File: src/rtl/calc_req_sequencer.sv
// Calculator request sequencer: runs one test at a time on NUM_PORTS request ports,
// waits for the DUV response (or a timeout), settles, then reports a completed-test record.

module calc_port_drv #(
    parameter int DATA_W = 32
) (
    input  logic              c_clk,
    input  logic              reset,
    input  logic              drv_en,
    input  logic [3:0]        drv_cmd,
    input  logic [DATA_W-1:0] drv_data,
    output logic [3:0]        cmd_out,
    output logic [DATA_W-1:0] data_out
);
    logic [3:0]        cmd_q, cmd_d;
    logic [DATA_W-1:0] data_q, data_d;

    // Idle ports fall back to NOP with a zero operand bus.
    always_comb begin
        cmd_d  = drv_en ? drv_cmd  : 4'd0;
        data_d = drv_en ? drv_data : '0;
    end

    always_ff @(posedge c_clk or posedge reset) begin
        if (reset) begin
            cmd_q  <= '0;
            data_q <= '0;
        end else begin
            cmd_q  <= cmd_d;
            data_q <= data_d;
        end
    end

    assign cmd_out  = cmd_q;
    assign data_out = data_q;
endmodule

module calc_req_sequencer #(
    parameter int                   NUM_PORTS       = 4,
    parameter int                   DATA_W          = 32,
    parameter int                   SETTLE_CYC      = 3,
    parameter int                   TIMEOUT_CYC     = 16,
    parameter logic [NUM_PORTS-1:0] ARITH_SKIP_MASK = '0,
    localparam int                  PORT_W          = (NUM_PORTS > 1) ? $clog2(NUM_PORTS) : 1
) (
    input  logic                          c_clk,
    input  logic                          reset,
    input  logic                          stim_valid,
    output logic                          stim_ready,
    input  logic [PORT_W-1:0]             stim_port,
    input  logic [3:0]                    stim_cmd,
    input  logic [DATA_W-1:0]             stim_arg1,
    input  logic [DATA_W-1:0]             stim_arg2,
    output logic [NUM_PORTS*4-1:0]        req_cmd_out,
    output logic [NUM_PORTS*DATA_W-1:0]   req_data_out,
    input  logic [NUM_PORTS*2-1:0]        out_resp,
    input  logic [NUM_PORTS*DATA_W-1:0]   out_data,
    output logic                          rsp_valid,
    output logic [PORT_W-1:0]             rsp_port,
    output logic [1:0]                    rsp_code,
    output logic [DATA_W-1:0]             rsp_data,
    output logic                          rsp_skip,
    output logic                          rsp_timeout,
    output logic                          test_change
);
    localparam logic [3:0] CMD_NOP = 4'd0;
    localparam logic [3:0] CMD_ADD = 4'd1;
    localparam logic [3:0] CMD_SUB = 4'd2;

    localparam int TO_LAST = (TIMEOUT_CYC > 1) ? TIMEOUT_CYC - 1 : 0;
    localparam int ST_LAST = (SETTLE_CYC > 1) ? SETTLE_CYC - 1 : 0;
    localparam int WCNT_W  = $clog2(TO_LAST + 2);
    localparam int SCNT_W  = $clog2(ST_LAST + 2);
    localparam logic [WCNT_W-1:0] TO_LAST_C = WCNT_W'(TO_LAST);
    localparam logic [SCNT_W-1:0] ST_LAST_C = SCNT_W'(ST_LAST);

    typedef enum logic [2:0] {IDLE, CMD, DATA, WAIT, SETTLE} state_t;

    typedef struct packed {
        logic [PORT_W-1:0] port;
        logic [1:0]        code;
        logic [DATA_W-1:0] data;
        logic              skip;
        logic              timeout;
    } rsp_t;

    state_t              state_q, state_d;
    logic [PORT_W-1:0]   port_q, port_d;
    logic [DATA_W-1:0]   arg2_q, arg2_d;
    logic [WCNT_W-1:0]   wait_cnt_q, wait_cnt_d;
    logic [SCNT_W-1:0]   settle_cnt_q, settle_cnt_d;
    rsp_t                cap_q, cap_d;
    rsp_t                rsp_q, rsp_d;
    logic                rsp_valid_q, rsp_valid_d;
    logic                test_change_q, test_change_d;

    logic                drv_any;
    logic [PORT_W-1:0]   drv_port;
    logic [3:0]          drv_cmd;
    logic [DATA_W-1:0]   drv_data;
    logic [NUM_PORTS-1:0] drv_en;

    logic [NUM_PORTS-1:0][1:0]        resp_arr;
    logic [NUM_PORTS-1:0][DATA_W-1:0] rdata_arr;
    logic [NUM_PORTS-1:0][3:0]        cmd_arr;
    logic [NUM_PORTS-1:0][DATA_W-1:0] data_arr;
    logic                             stim_skip;

    assign resp_arr  = out_resp;
    assign rdata_arr = out_data;

    // Out-of-range ports and masked arithmetic never reach the bus.
    assign stim_skip = (32'(stim_port) >= NUM_PORTS) ||
                       (((stim_cmd == CMD_ADD) || (stim_cmd == CMD_SUB)) && ARITH_SKIP_MASK[stim_port]);

    always_comb begin
        state_d       = state_q;
        port_d        = port_q;
        arg2_d        = arg2_q;
        wait_cnt_d    = wait_cnt_q;
        settle_cnt_d  = settle_cnt_q;
        cap_d         = cap_q;
        rsp_d         = rsp_q;
        rsp_valid_d   = 1'b0;
        test_change_d = test_change_q;
        drv_any       = 1'b0;
        drv_port      = port_q;
        drv_cmd       = CMD_NOP;
        drv_data      = '0;
        case (state_q)
            IDLE: if (stim_valid) begin
                port_d = stim_port;
                arg2_d = stim_arg2;
                if (stim_skip) begin
                    rsp_valid_d   = 1'b1;
                    test_change_d = ~test_change_q;
                    rsp_d = '{port: stim_port, code: 2'd0, data: '0, skip: 1'b1, timeout: 1'b0};
                end else begin
                    state_d  = CMD;
                    drv_any  = 1'b1;
                    drv_port = stim_port;
                    drv_cmd  = stim_cmd;
                    drv_data = stim_arg1;
                end
            end
            CMD: begin
                state_d  = DATA;
                drv_any  = 1'b1;
                drv_data = arg2_q;
            end
            DATA: begin
                state_d    = WAIT;
                wait_cnt_d = '0;
            end
            WAIT: begin
                // A response on the expiring cycle beats the timeout.
                if (resp_arr[port_q] != 2'd0) begin
                    state_d      = SETTLE;
                    settle_cnt_d = '0;
                    cap_d = '{port: port_q, code: resp_arr[port_q], data: rdata_arr[port_q],
                              skip: 1'b0, timeout: 1'b0};
                end else if (wait_cnt_q == TO_LAST_C) begin
                    state_d      = SETTLE;
                    settle_cnt_d = '0;
                    cap_d = '{port: port_q, code: 2'd0, data: '0, skip: 1'b0, timeout: 1'b1};
                end else if (wait_cnt_q != '1) begin
                    wait_cnt_d = wait_cnt_q + 1'b1;
                end
            end
            SETTLE: begin
                if (settle_cnt_q == ST_LAST_C) begin
                    state_d       = IDLE;
                    rsp_valid_d   = 1'b1;
                    rsp_d         = cap_q;
                    test_change_d = ~test_change_q;
                end else if (settle_cnt_q != '1) begin
                    settle_cnt_d = settle_cnt_q + 1'b1;
                end
            end
            default: state_d = IDLE;
        endcase
    end

    always_ff @(posedge c_clk or posedge reset) begin
        if (reset) begin
            state_q       <= IDLE;
            port_q        <= '0;
            arg2_q        <= '0;
            wait_cnt_q    <= '0;
            settle_cnt_q  <= '0;
            cap_q         <= '0;
            rsp_q         <= '0;
            rsp_valid_q   <= 1'b0;
            test_change_q <= 1'b0;
        end else begin
            state_q       <= state_d;
            port_q        <= port_d;
            arg2_q        <= arg2_d;
            wait_cnt_q    <= wait_cnt_d;
            settle_cnt_q  <= settle_cnt_d;
            cap_q         <= cap_d;
            rsp_q         <= rsp_d;
            rsp_valid_q   <= rsp_valid_d;
            test_change_q <= test_change_d;
        end
    end

    for (genvar p = 0; p < NUM_PORTS; p++) begin : g_port
        assign drv_en[p] = drv_any && (drv_port == PORT_W'(p));

        calc_port_drv #(.DATA_W(DATA_W)) u_drv (
            .c_clk    (c_clk),
            .reset    (reset),
            .drv_en   (drv_en[p]),
            .drv_cmd  (drv_cmd),
            .drv_data (drv_data),
            .cmd_out  (cmd_arr[p]),
            .data_out (data_arr[p])
        );
    end

    assign req_cmd_out  = cmd_arr;
    assign req_data_out = data_arr;
    assign stim_ready   = (state_q == IDLE);
    assign rsp_valid    = rsp_valid_q;
    assign rsp_port     = rsp_q.port;
    assign rsp_code     = rsp_q.code;
    assign rsp_data     = rsp_q.data;
    assign rsp_skip     = rsp_q.skip;
    assign rsp_timeout  = rsp_q.timeout;
    assign test_change  = test_change_q;
endmodule

File: config.mk
export PLATFORM = sky130hd
export DESIGN_NAME = calc_req_sequencer
export DESIGN_NICKNAME = d
export VERILOG_FILES = /design/src/rtl/calc_req_sequencer.sv
export SDC_FILE = /design/constraint.sdc
export NUM_CORES = 1
export LEC_CHECK = 0
export BUFFER_PORTS_ARGS = -buffer_cell sky130_fd_sc_hd__buf_2
export CORE_MARGIN = 5
export CORE_UTILIZATION = 53
export CTS_BUF_LIST = sky130_fd_sc_hd__clkbuf_16
export CTS_CLUSTER_DIAMETER = 60
export DETAILED_ROUTE_END_ITERATION = 8
export GPL_TIMING_DRIVEN = 0
export PLACE_DENSITY = 0.92
export SYNTH_ARGS = -nofsm -noshare
export SYNTH_HDL_FRONTEND = slang
export SYNTH_HIERARCHICAL = 1
export SYNTH_SLANG_ARGS = --single-unit
File: constraint.sdc
create_clock -name c_clk -period 8.15 [get_ports c_clk]
set_clock_uncertainty 0.2 [all_clocks]
set_input_delay 1.2225 -clock c_clk [delete_from_list [all_inputs] [get_ports c_clk]]
set_output_delay 1.2225 -clock c_clk [all_outputs]
set_load 0.05 [all_outputs]
==> results of run 1 <==
[cells in the mapped netlist, types with 2 or more instances]
cell	instances
a211oi_1	2
mux2_2	40
mux2i_1	4
o211ai_1	3
ha_1	5
o22ai_1	2
nor3_2	2
clkbuf_1	17
and3_1	6
o21ai_0	4
clkbuf_2	12
nand3_1	2
and2_1	3
mux2_1	2
nor2_1	5
buf_2	16
buf_6	2
o2bb2ai_1	4
nand2_1	111
dfrtp_1	265
a221o_1	2
nor3_1	7
mux4_2	32
inv_1	10
a22o_1	64
and2_2	144
a21oi_1	7
nand2b_1	3
o21a_1	3
[critical path, stage by stage (launching register included)]
cell,delay [ps]
dfrtp_1,350
buf_2,200
inv_1,150
nor3_2,520
nand2_1,140
o21ai_0,1020
clkbuf_2,410
and2_2,220
[cell type report]
cell class              count  area (sq um)
repair buffers            395          2000
plain buffers              50           253
clock buffers              27           676
well taps                 270           338
clock inverters            18           141
flip-flops and latches    265          6630
multi-input cells         470          3820
inverters                  10          42.5
fillers                  1346          6200
diodes                      3          7.51
[flip-flops by register name, summed over array words and instances, names as in the netlist, 2 cells and up]
name / cells
g_port.u_drv/data_out: 128
rsp_port: 2
wait_cnt_q: 5
state_q: 3
settle_cnt_q: 2
port_q: 2
cap_q: 37
rsp_data: 32
rsp_code: 2
arg2_q: 32
g_port.u_drv/cmd_out: 16
[where the power goes]
group | switching (uW) | internal, uW | total (uW)
combinational | 976 | 575 | 1550
clock | 496 | 662 | 1160
sequential | 166 | 1580 | 1750
total | 1640 | 2820 | 4450
[per-layer routing]
layer,wire length [um],vias to the layer above,track usage (%)
li1,-,3574,-
met2,18800,509,54.7
met4,1150,0,11.0
met3,2410,85,5.00
met1,11300,4089,31.5
met5,0,-,0
[per-stage QoR]
| step | area (sq um) | instances | total power, uW |
|---|---|---|---|
| 2_1_floorplan | 10700 | 795 | 2830 |
| 3_3_place_gp | 13000 | 1458 | 3220 |
| 3_5_place_dp | 13100 | 1459 | 3290 |
| 4_1_cts | 13900 | 1504 | 4470 |
| 5_1_grt | 13900 | 1508 | 4660 |
| 6_report | 13900 | 1508 | 4450 |
[worst min-delay path by stage]
stage / start / end / slack [ps] / depth (start not counted)
3_5_place_dp: arg2_q[4] / arg2_q[4] / 260 / 2
3_3_place_gp: test_change / test_change / 250 / 1
5_1_grt: arg2_q[31] / arg2_q[31] / 300 / 2
2_1_floorplan: arg2_q[0] / arg2_q[0] / 250 / 2
4_1_cts: arg2_q[4] / arg2_q[4] / 280 / 2
6_report: arg2_q[4] / arg2_q[4] / 270 / 2
[logic make-up (layout without fill, tap and decap cells)]
family,count (synthesis),in the layout,synth area share (%)
simple gates,290,290,16.0
xor+xnor,1,1,0.0816
other cells,0,3,0
buf+inv,60,500,2.70
mux,79,79,11.6
compound gates,95,95,7.21
flops,265,265,61.8
fa+ha+maj,5,5,0.583
==> results_dict.tcl, run 1 <==
set metrics [dict create \
    grt_pass1_wl_mm 52.2 \
    vias_per_cell 5.48 \
    antenna_left 0 \
    gp_congestion 0.924 \
    fmax_mhz 302 \
    drive_gt1_share_pct 56.0 \
    power_leakage_uw 0.00772 \
    io_pins 394 \
    drc_errors 0 \
    antenna_found_initial 4 \
    syn_inst 795 \
    design.core.area_sq_um 20100 \
    status "finished clean" \
    whs_ps 274 \
    critPathCaptureType "flip-flop" \
    synthesis.area_sq_um 10700 \
    nNetsFinal 1432 \
    peakVddDrop_mv 0.191 \
    rows 52 \
    root_buffer "clkbuf_16" \
    slew_viol_final 0 \
    cts_resized 0 \
    avgRoutedWirePerCell_um 22.3 \
    synth_area_leaders "dfrtp_1, and2_2, mux4_2, a22o_1, mux2_2" \
    yosysWarnings 6 \
    grt_pass1_vias 9262 \
    dp_slack_ps 4550 \
    clock-sinks 265 \
    utilization_pct 69.2 \
    yosysUniqueCellTypes 45 \
    synth_ff_type "dfrtp_1" \
    r2r_slack_ps 4840 \
    arrival_ps 3550 \
    fin_ws_ps 4840 \
    maxCapViolCount 0 \
    rsz0062_at_grt "no" \
    yosysTopAreaCellShare_pct 61.8 \
    chipWidth_um 152 \
    routed_wl_mm 33.7 \
    io_buffers 393 \
    r2r-start "state_q[0]" \
    clkTransAtPathRegs_ps 70 \
    slew_headroom_pct 12.7 \
    worstPathRequired_ps 8400 \
    area_growth_syn_to_layout_pct 29.5 \
    post_cts_buffers 0 \
    finalCritPeriodShare_pct 40.6 \
    final_common_cell "buf_2" \
    h-tree-depth 1 \
    vias 8257 \
    yosysSeqAreaShare_pct 61.8 \
    async_flop_share_pct 100 \
    setup-tns-final_ps 0 \
    period_minus_slack_ps 3310 \
    worstMarginPinSlew_ps 1300 \
    start_kind "flip-flop" \
    worstSetupStartpoint "state_q[0]" \
    drt_iter0_drc 453 \
    criticalPathCategory "reg2reg" \
    reg2regPathDepth 7 \
    grt_remaining_overflow 0 \
    synth_seq_cells 265 \
    worstPathMaxFanout 10 \
    dieHeight_um 152 \
    hpwlAfterDp_mm 24.8 \
    initial_core_util_pct 53.4 \
    hp-class "reg2reg" \
    clockBufferDepth 3 \
    ctsHoldBuffers 0 \
    synth_edf_count 0 \
    cts_tree "done" \
    grt_start_max_net_pins 64 \
    finalSetupViolations 0 \
    yosys.area.top_type "dfrtp_1" \
    cp-endpoint "g_port[3].u_drv/data_out[18]" \
    grt_usage_pct 28.6 \
    first_pass_iters 5 \
    clock_latency_ps 520 \
    p_per_area_nw_per_um2 320 \
    die-area_sq_um 23200 \
    syn_nets 1009 \
    syn_area_per_cell_sq_um 13.5 \
    mostFrequentLayoutCells "buf_2, dfrtp_1, and2_2, nand2_1, a22o_1" \
    hold_viol_final 0 \
    reg2reg_to "g_port[3].u_drv/data_out[18]" \
    cts_buffers 26 \
]
Note: power is estimated with default switching activity, not from simulation.
==> run 2, diff against run 1 <==
CORE_UTILIZATION = 45   (was 53)
PLACE_DENSITY = 0.84   (was 0.92)
clock period = 3.03 ns   (was 8.15 ns; I/O delays follow)
==> results_dict.tcl, run 2 (synthesized netlist as in run 1, its figures left out) <==
set metrics [dict create \
    grt_remaining_overflow 0 \
    chipWidth_um 164 \
    hp-class "in2reg" \
    drt_iter0_drc 463 \
    path_delay_family "buffers and inverters" \
    initial_core_util_pct 45.7 \
    io_buffers 393 \
    p_per_area_nw_per_um2 856 \
    slew_viol_final 0 \
    root_buffer "clkbuf_16" \
    area_growth_syn_to_layout_pct 34.8 \
    largest_register_ffs 128 \
    swShare_pct 35.7 \
    final_cells 1595 \
    p_clk_share_pct 27.8 \
    worstPathMaxFanout 10 \
    grt_pass1_vias 8987 \
    peakVddDrop_mv 0.528 \
    worstSetupStartpoint "port_q[1]" \
    cp_slowest_cell "clkbuf_1" \
    maxCapViolCount 0 \
    r2r-start "port_q[1]" \
    final_common_cell "buf_2" \
    cts_tree "done" \
    vias_per_cell 5.22 \
    dieHeight_um 164 \
    fmax_mhz 345 \
    comb_power_share_pct 34.3 \
    antenna_found_initial 3 \
    power_leakage_uw 0.00792 \
    dp.cells 1511 \
    rows 56 \
    worstMarginPinSlew_ps 909 \
    first_pass_iters 7 \
    period_minus_slack_ps 2890 \
    avgRoutedWirePerCell_um 21.1 \
    drive_gt1_share_pct 54.8 \
    grt_pass1_wl_mm 50.3 \
    gp_congestion 0.895 \
    setup-tns-final_ps 0 \
    status "finished clean" \
    slowest_delay_ps 620 \
    io_pins 394 \
    power_switching_uw 4420 \
    grt_start_max_net_pins 45 \
    hpwlAfterDp_mm 25.2 \
    hp-start "stim_port[0]" \
    clkTransAtPathRegs_ps 60 \
    finalSetupViolations 0 \
    crit_chain "buf_6 > buf_4 > clkbuf_1 > inv_1 > o21ai_1 > clkbuf_2 > and2_2" \
    finalPower_uw 12400 \
    fill_cells 1791 \
    whs_ps 123 \
    path_buf_inv 5 \
    drc_errors 0 \
    cts_buffers 26 \
    grt_usage_pct 24.4 \
    clock-sinks 265 \
    criticalPathCategory "reg2reg" \
    worstPathRequired_ps 3280 \
    internal_power_uw 7960 \
    start_kind "flip-flop" \
    seq_power_share_pct 37.9 \
    h-tree-depth 1 \
    antenna_left 0 \
    slew_headroom_pct 39.3 \
    design.core.area_sq_um 23500 \
    routed_wl_mm 33.7 \
    vias 8321 \
    nNetsFinal 1467 \
    arrival_ps 3140 \
    finalCritPeriodShare_pct 95.5 \
    hold_viol_final 0 \
    critPathCaptureType "flip-flop" \
    die-area_sq_um 27100 \
    clockBufferDepth 3 \
    mostFrequentLayoutCells "buf_2, dfrtp_1, and2_2, nand2_1, a22o_1" \
    clock_latency_ps 520 \
]
## run 2: cell type report
type / count / area (sq um) / share of cell area [%]
Clock inverter: 19 / 239 / 1.65
Multi-Input combinational cell: 470 / 3860 / 26.7
Sequential cell: 265 / 6630 / 45.8
Inverter: 10 / 41.3 / 0.285
Buffer: 50 / 253 / 1.75
Clock buffer: 27 / 676 / 4.67
Tap cell: 319 / 399 / 2.76
Timing Repair Buffer: 430 / 2360 / 16.3
Antenna cell: 5 / 12.5 / 0.0864
## run 2: timing repair
| action | in CTS | in global routing |
|---|---|---|
| setup buffers | 0 | 0 |
| setup endpoints to repair | 102 | 70 |
| hold endpoints to repair | 46 | 0 |
| hold buffers | 33 | 0 |
| gates cloned | 0 | 0 |
| resized for setup | 5 | 2 |
## run 2: path summary, 6_finish.rpt
kind                                                    end  slack (ps)  depth (start not counted)
worst max-delay path            g_port[3].u_drv/data_out[8]         140                          7
worst min-delay path                              port_q[0]         120                          3
worst max register to register  g_port[3].u_drv/data_out[8]         140                          7
worst min register to register                   arg2_q[11]         270                          2
max in group asynchronous        g_port[3].u_drv/cmd_out[1]        1480                          3
min in group asynchronous                        arg2_q[16]         380                          3
## run 2: worst reg2reg max path, stage by stage (launching register included)
cell,delay (ps)
dfrtp_1,350
buf_6,130
buf_4,200
clkbuf_1,630
inv_1,260
o21ai_1,480
clkbuf_2,340
and2_2,220
## run 2: power by group through the flow
stage | Combinational [uW] | Clock, uW | Sequential (uW)
3_3_place_gp | 4050 | 0 | 4710
5_1_grt | 4570 | 3650 | 4770
3_5_place_dp | 4180 | 0 | 4740
2_1_floorplan | 2280 | 0 | 5330
6_report | 4250 | 3440 | 4700
4_1_cts | 4260 | 3490 | 4690
## run 2: per-stage QoR
step                util, %  setup slack [ps]  area (sq um)
finish                 61.7               135         14500
global route           61.6             -2.19         14500
CTS                    61.6              3.78         14400
detailed placement     56.1              -342         13200
global placement       55.8              -401         13100
floorplan                 -               239         10700
## run 2: routing by layer
| metal | global-route usage (%) | wire length [um] |
|---|---|---|
| met5 | 0 | 0 |
| met3 | 3.92 | 2560 |
| met2 | 46.1 | 18100 |
| met1 | 27.2 | 11700 |
| met4 | 9.75 | 1320 |
==> run 3, diff against run 2 <==
MAX_ROUTING_LAYER = met4   (was not set)
==> results_dict.tcl, run 3 (synthesized netlist as in run 1, its figures left out) <==
set metrics [dict create \
    status "finished clean" \
    rows 56 \
    finalCritPeriodShare_pct 96.7 \
    routed_wl_mm 33.8 \
    clkTransAtPathRegs_ps 60 \
    worstMarginPinSlew_ps 905 \
    period_minus_slack_ps 2930 \
    worstPathRequired_ps 3280 \
    drc_errors 0 \
    area_growth_syn_to_layout_pct 34.8 \
    grt_remaining_overflow 0 \
    clock_latency_ps 520 \
    first_pass_iters 4 \
    multi_input_area_sq_um 3860 \
    grt_pass1_wl_mm 50.3 \
    initial_core_util_pct 45.7 \
    root_buffer "clkbuf_16" \
    clockBufferDepth 3 \
    cts_tree "done" \
    hpwlAfterDp_mm 25.2 \
    arrival_ps 3180 \
    power_leakage_uw 0.00792 \
    dieHeight_um 164 \
    io_pins 394 \
    design.core.area_sq_um 23500 \
    drive_gt1_share_pct 54.8 \
    maxCapViolCount 0 \
    drt_iter0_drc 498 \
    critPathCaptureType "flip-flop" \
    grt_start_max_net_pins 45 \
    rsz0062_at_grt "no" \
    io_buffers 393 \
    hp-class "in2reg" \
    die-area_sq_um 27100 \
    p_per_area_nw_per_um2 856 \
    final_cells 1596 \
    grt_usage_pct 25.1 \
    start_kind "flip-flop" \
    avgRoutedWirePerCell_um 21.2 \
    criticalPathCategory "reg2reg" \
    antenna_found_initial 4 \
    hold_viol_final 0 \
    finalSetupViolations 0 \
    slew_viol_final 0 \
    dp.cells 1511 \
    peakVddDrop_mv 0.529 \
    seq_area_sq_um 6630 \
    nNetsFinal 1467 \
    vias 8276 \
    h-tree-depth 1 \
    mostFrequentLayoutCells "buf_2, dfrtp_1, and2_2, nand2_1, a22o_1" \
    gp_congestion 0.911 \
    fin_ws_ps 100 \
    grt_pass1_vias 8993 \
    cts_buffers 26 \
    antenna_left 0 \
    chipWidth_um 164 \
    worstPathMaxFanout 10 \
    post_cts_buffers 0 \
    largest_register_ffs 128 \
    vias_per_cell 5.19 \
    fill_cells 1791 \
    fmax_mhz 341 \
    slew_headroom_pct 39.6 \
    final_common_cell "buf_2" \
    dp_slack_ps -342 \
    clock-sinks 265 \
]
-- run 3: final cells by class --
type | instances | share of cell area, %
antenna | 6 | 0.104
buffer | 50 | 1.75
clock buffer | 27 | 4.67
clock inverter | 19 | 1.65
inverter | 10 | 0.285
multi-input combinational | 470 | 26.6
sequential | 265 | 45.8
tap | 319 | 2.76
timing repair buffer | 430 | 16.3
-- run 3: per-stage QoR --
stage	utilization, %	cell area [sq um]	hold slack (ps)	TNS (ps)	power [uW]
CTS	61.6	14400	78.0	0	12400
global route	61.7	14500	127	0	13000
floorplan	-	10700	247	0	7610
global placement	55.8	13100	259	-23910	8760
detailed placement	56.1	13200	263	-20480	8920
finish	61.7	14500	127	0	12400
-- run 3: metal layers --
| layer | vias up | global-route usage (%) | share of wire, % |
|---|---|---|---|
| met5 | - | - | 0 |
| met4 | 0 | 9.64 | 3.8 |
| met3 | 93 | 3.39 | 7.1 |
| met2 | 433 | 46.0 | 54 |
| met1 | 4096 | 27.9 | 35 |
| li1 | 3654 | - | - |
-- run 3: repair_timing --
item	CTS	global route
resized for setup	5	2
hold endpoints to repair	46	0
endpoints found under the setup margin	102	70
hold buffers	33	0
-- run 3: worst paths after layout --
kind | startpoint | endpoint | slack (ps) | cells past startpoint
worst min-delay path | stim_port[0] | port_q[0] | 130 | 3
max in group asynchronous | reset | g_port[3].u_drv/cmd_out[1] | 1490 | 3
worst min register to register | arg2_q[11] | arg2_q[11] | 270 | 2
min in group asynchronous | reset | arg2_q[16] | 380 | 3
worst max register to register | port_q[1] | g_port[3].u_drv/data_out[8] | 100 | 7
worst max-delay path | port_q[1] | g_port[3].u_drv/data_out[8] | 100 | 7
-- run 3: power breakdown --
part,internal (uW),leakage [uW],switching (uW)
registers,4250,0.00357,450
logic,1600,0.00389,2650
clock network,2120,0.000462,1320
-- run 3: critical path, stage by stage, from the launching register on --
cell	delay, ps
dfrtp_1	350
buf_6	130
buf_4	200
clkbuf_1	640
inv_1	250
o21ai_1	500
clkbuf_2	340
and2_2	220
